**src/rtl/fn_sw_pipe.sv**
```systemverilog
// Two-stage pipelined bitwise function unit: 8 selectable logic functions on WIDTH-bit
// operands, with an optional accumulator standing in for operand A.
module fn_sw_pipe #(
    parameter int WIDTH = 8,
    parameter int CNT_W = 8
) (
    input  logic             clk,
    input  logic             rst,
    input  logic             in_valid,
    output logic             in_ready,
    input  logic [WIDTH-1:0] a,
    input  logic [WIDTH-1:0] b,
    input  logic [2:0]       sel,
    input  logic             acc_en,
    input  logic             clr_acc,
    output logic             out_valid,
    input  logic             out_ready,
    output logic [WIDTH-1:0] y,
    output logic             y_zero,
    output logic             y_par,
    output logic [CNT_W-1:0] op_cnt
);

    // Handshake: a beat moves on valid & ready. Stage 2 advances when empty or drained
    // (advance2), stage 1 moves into stage 2 when full and stage 2 advances (advance1),
    // and the input side is ready whenever stage 1 is empty or is being emptied.
    logic             s1_v;
    logic [WIDTH-1:0] s1_a;
    logic [WIDTH-1:0] s1_b;
    logic [2:0]       s1_sel;
    logic             s1_acc_en;
    logic             s2_v;
    logic [WIDTH-1:0] acc;

    logic             advance1;
    logic             advance2;
    logic             accept;
    logic             fire;
    logic [WIDTH-1:0] op_a;
    logic [WIDTH-1:0] result;

    assign advance2  = !s2_v || out_ready;
    assign advance1  = s1_v && advance2;
    assign in_ready  = !s1_v || advance2;
    assign accept    = in_valid && in_ready;
    assign out_valid = s2_v;
    assign fire      = s2_v && out_ready;

    // The accumulator is read only at the s1->s2 transfer, so chained accumulate ops see
    // the value written by the previous transfer without any forwarding.
    always_comb begin
        op_a   = s1_acc_en ? acc : s1_a;
        result = '0;
        case (s1_sel)
            3'b000:  result = op_a & s1_b;
            3'b001:  result = op_a | s1_b;
            3'b010:  result = op_a ^ s1_b;
            3'b011:  result = ~(op_a ^ s1_b);
            3'b100:  result = ~(op_a & s1_b);
            3'b101:  result = ~(op_a | s1_b);
            3'b110:  result = op_a & ~s1_b;
            default: result = op_a;
        endcase
    end

    always_ff @(posedge clk) begin
        if (rst) begin
            s1_v      <= 1'b0;
            s1_a      <= '0;
            s1_b      <= '0;
            s1_sel    <= '0;
            s1_acc_en <= 1'b0;
        end else if (accept) begin
            s1_v      <= 1'b1;
            s1_a      <= a;
            s1_b      <= b;
            s1_sel    <= sel;
            s1_acc_en <= acc_en;
        end else if (advance1) begin
            s1_v <= 1'b0;
        end
    end

    always_ff @(posedge clk) begin
        if (rst) begin
            s2_v   <= 1'b0;
            y      <= '0;
            y_zero <= 1'b1;
            y_par  <= 1'b0;
        end else if (advance2) begin
            s2_v <= s1_v;
            if (s1_v) begin
                y      <= result;
                y_zero <= (result == '0);
                y_par  <= ^result;
            end
        end
    end

    // A clear in the same cycle as an accumulate transfer wins over the write-back.
    always_ff @(posedge clk) begin
        if (rst || clr_acc) begin
            acc <= '0;
        end else if (advance1 && s1_acc_en) begin
            acc <= result;
        end
    end

    always_ff @(posedge clk) begin
        if (rst) begin
            op_cnt <= '0;
        end else if (fire) begin
            op_cnt <= op_cnt + 1'b1;
        end
    end

endmodule

```
**config.mk**
```make
export PLATFORM = sky130hd
export DESIGN_NAME = fn_sw_pipe
export DESIGN_NICKNAME = d
export VERILOG_FILES = /design/src/rtl/fn_sw_pipe.sv
export SDC_FILE = /design/constraint.sdc
export NUM_CORES = 1
export LEC_CHECK = 0
export CORE_AREA = 4 4 87 73
export DETAILED_ROUTE_END_ITERATION = 8
export DIE_AREA = 0 0 91 77
export PLACE_DENSITY = 0.83
export SLEW_MARGIN = 10
export SYNTH_ARGS = -nofsm -noshare
export SYNTH_HDL_FRONTEND = slang
export SYNTH_SLANG_ARGS = --single-unit
```
**constraint.sdc**
```tcl
create_clock -name clk -period 3 [get_ports clk]
set_input_delay 0.6 -clock clk [delete_from_list [all_inputs] [get_ports clk]]
set_output_delay 0.6 -clock clk [all_outputs]
set_load 0.005 [all_outputs]
```
==> flow_summary.ini <==
[run_status]
status = finished clean

[die]
rows = 24
die_x_um = 91
die_area_um2 = 7010
chipHeight_um = 77
coreArea_um2 = 5410
start_util = 0.536
io_pins = 45

[cells_and_area]
final_nets = 443
final_util = 0.641
area_delta_synth_final_pct = 19.6
n_fill_cell = 484
num_antenna_cells = 0
drive_gt1_frac = 0.0718

[worst_setup_path]
cp_max_fo = 10
start_kind = flop
crit_arrival_ns = 3.01
required_ns = 3.22
crit_type = reg2reg
cp-end-kind = flop

[pwr]
p_comb_frac = 0.220
p_per_area_nw_per_um2 = 407
peakVddDrop_mv = 0.335
swShare = 0.284
clkPwrFrac = 0.287
seqPwrFrac = 0.494
power_mw = 1.41
p_int_mw = 1.01
switchingPower_mw = 0.399
power_leakage_nw = 1.35

[timing]
finalHoldViolCount = 0
tns_ns = 0
period_needed_ns = 2.79
period_share = 0.929
finClkSkew_ns = 0.00297
max_freq_mhz = 359
worst_pin_slew_ns = 0.773
setup_violations = 0
rsz0062_at_grt = no
slew_headroom = 0.484
slew_violations = 0

[synthesis]
ys_seq_area_frac = 0.332
synth_ff_type = dfxtp_1
synth_nets = 404
async_reset_ff_frac = 0
ys.warnings.count = 0
ys_types = 46
syn_avg_cell_area_um2 = 8.28
yosys_register_bits = 48
synth_edf_count = 0
syn_area_um2 = 2900
syn_inst = 350

[global_route]
grtUsageTotal = 0.198
grt_first_pass_wirelength_um = 11300
grt-ovfl-total = 0
antenna_found_initial = 0
grt_max_degree = 42
grt_pass1_vias = 2374

[min_path]
hp-class = reg2reg

[detailed_routing]
detailroute.via_count = 2561
dr.pass1.iters = 5
ant_nets = 0
wire_per_inst_um = 14.8
via_per_inst = 5.63
drc = 0
drt_iter0_markers = 257
routed_wl_um = 6750

[clock_tree]
postCtsSetupBuffers = 0
hold_buffers = 0
clockBufferDepth = 2
cts_inserted_buffers = 5
cts_htree_levels = 2
clockRootBuffer = clkbuf_8
clk-insertion-delay-late_ns = 0.30
cts_sinks = 48
clkTransAtPathRegs_ns = 0.09
ctsResizeCount = 0
tritoncts = built

[placed_design]
numPortBuffers = 44
hpwl_um = 5190
gp_congestion = 0.876

[job]
maxCapViolCount = 0
[power by group through the flow]
stage	sequential, mW	clock [mW]	combinational (mW)
2_1_floorplan	0.695	0	0.217
3_3_place_gp	0.709	0	0.298
3_5_place_dp	0.711	0	0.308
4_1_cts	0.695	0.415	0.311
5_1_grt	0.700	0.446	0.345
6_report	0.695	0.404	0.309
[critical path: stages, from the launching register on]
cell and delay [ns]:
dfxtp_1 0.31, buf_4 0.18, mux2i_1 0.26, inv_1 0.11, ha_1 0.22, or3_1 0.31
a31oi_1 0.17, o22ai_1 0.16, nor2b_1 0.18, ha_1 0.31, xnor2_1 0.20, xnor2_1 0.09
a211oi_1 0.21
[final cells by class]
| class | instances | area, um2 | area share |
|---|---|---|---|
| Inverter | 20 | 75.1 | 0.0217 |
| Multi-Input combinational cell | 264 | 1760 | 0.507 |
| Tap cell | 65 | 81.3 | 0.0235 |
| Clock buffer | 7 | 86.3 | 0.0249 |
| Sequential cell | 48 | 961 | 0.277 |
| Clock inverter | 1 | 7.51 | 0.00217 |
| Timing Repair Buffer | 50 | 498 | 0.144 |
[registers in the layout (all words and copies together), names as in the netlist]
| name | flops |
|---|---|
| acc | 8 |
| op_cnt | 8 |
| out_valid | 1 |
| s1_a | 8 |
| s1_acc_en | 1 |
| s1_b | 8 |
| s1_sel | 3 |
| s1_v | 1 |
| y | 8 |
| y_par | 1 |
| y_zero | 1 |
[layer usage]
layer | vias to the layer above | share of wire | GRT usage
met5 | - | 0 | 0
met4 | 0 | 0.012 | 0.0542
met3 | 10 | 0.062 | 0.0333
met2 | 81 | 0.49 | 0.342
met1 | 1195 | 0.43 | 0.255
li1 | 1275 | - | -
[cell usage in the layout (no fill, tap or decap), drive strengths merged]
master         count
a211o              1
a211oi             4
a21o               1
a21oi             27
a221oi             1
a22oi              2
a31oi              3
and2               2
and3               1
buf                6
clkbuf             7
clkdlybuf4s50     44
clkinvlp           1
dfxtp             48
ha                29
inv               20
mux2               8
mux2i             11
nand2             67
nand2b             5
nand3              8
nand3b             6
nand4              3
nor2              17
nor2b              6
nor3               3
nor4               2
nor4bb             1
o211ai             1
o21a               1
o21ai             14
o221ai             3
o22ai              6
o31ai              7
o32a               1
or2                7
or3                4
xnor2             10
xor2               2
[synth_stat cells (2+ instances only)]
master	count	share of area
a211oi_1	2	0.0052
ha_1	29	0.13
o21ai_0	9	0.016
mux2i_1	11	0.038
nand3_1	7	0.012
mux2_2	6	0.023
xnor2_1	10	0.030
nand2b_1	5	0.011
buf_6	2	0.0078
nor2_1	17	0.022
buf_4	4	0.010
nand3b_1	6	0.016
nand4_1	3	0.0065
o221ai_1	3	0.0091
a31oi_1	3	0.0065
dfxtp_1	48	0.33
and2_1	2	0.0043
a21oi_1	27	0.047
or2_2	3	0.0065
a211oi_2	2	0.0086
o22ai_1	5	0.011
or3_1	4	0.0086
nor2b_1	6	0.013
a22oi_1	2	0.0052
nand2_1	67	0.087
nor4_1	2	0.0043
o21ai_1	5	0.0086
inv_1	20	0.026
clkbuf_1	5	0.0065
or2_1	4	0.0086
xor2_1	2	0.0060
buf_2	7	0.012
o31ai_1	7	0.018
nor3_1	3	0.0052
[cell families after synthesis]
group                      count (synthesis)  synth area share
AOI/OAI and AO/OA                         72             0.158
xor gates and xnor gates                  12            0.0363
adders and majority gates                 29             0.125
buffers and inverters                     38            0.0626
DFF                                       48             0.332
muxes                                     19            0.0704
and+or+nand+nor                          132             0.216
[worst paths after layout]
check / startpoint / end / slack [ns] / depth (start not counted)
worst min register to register: y[3] / y[3] / 0.46 / 2
worst max register to register: s1_acc_en / y_par / 0.21 / 12
worst max-delay path: s1_acc_en / y_par / 0.21 / 12
worst min-delay path: y[3] / y[3] / 0.46 / 2
[stage by stage]
step | std cells | area [um2] | setup slack, ns | hold slack [ns]
after global routing | 455 | 3460 | 0.0149 | 0.492
after global placement | 447 | 3370 | 0.282 | 0.439
after floorplan | 350 | 2900 | 0.452 | 0.419
after CTS | 455 | 3460 | 0.228 | 0.460
after detailed placement | 447 | 3370 | 0.260 | 0.448
final | 455 | 3460 | 0.212 | 0.463
No activity file was read; power rests on OpenSTA's default activity.
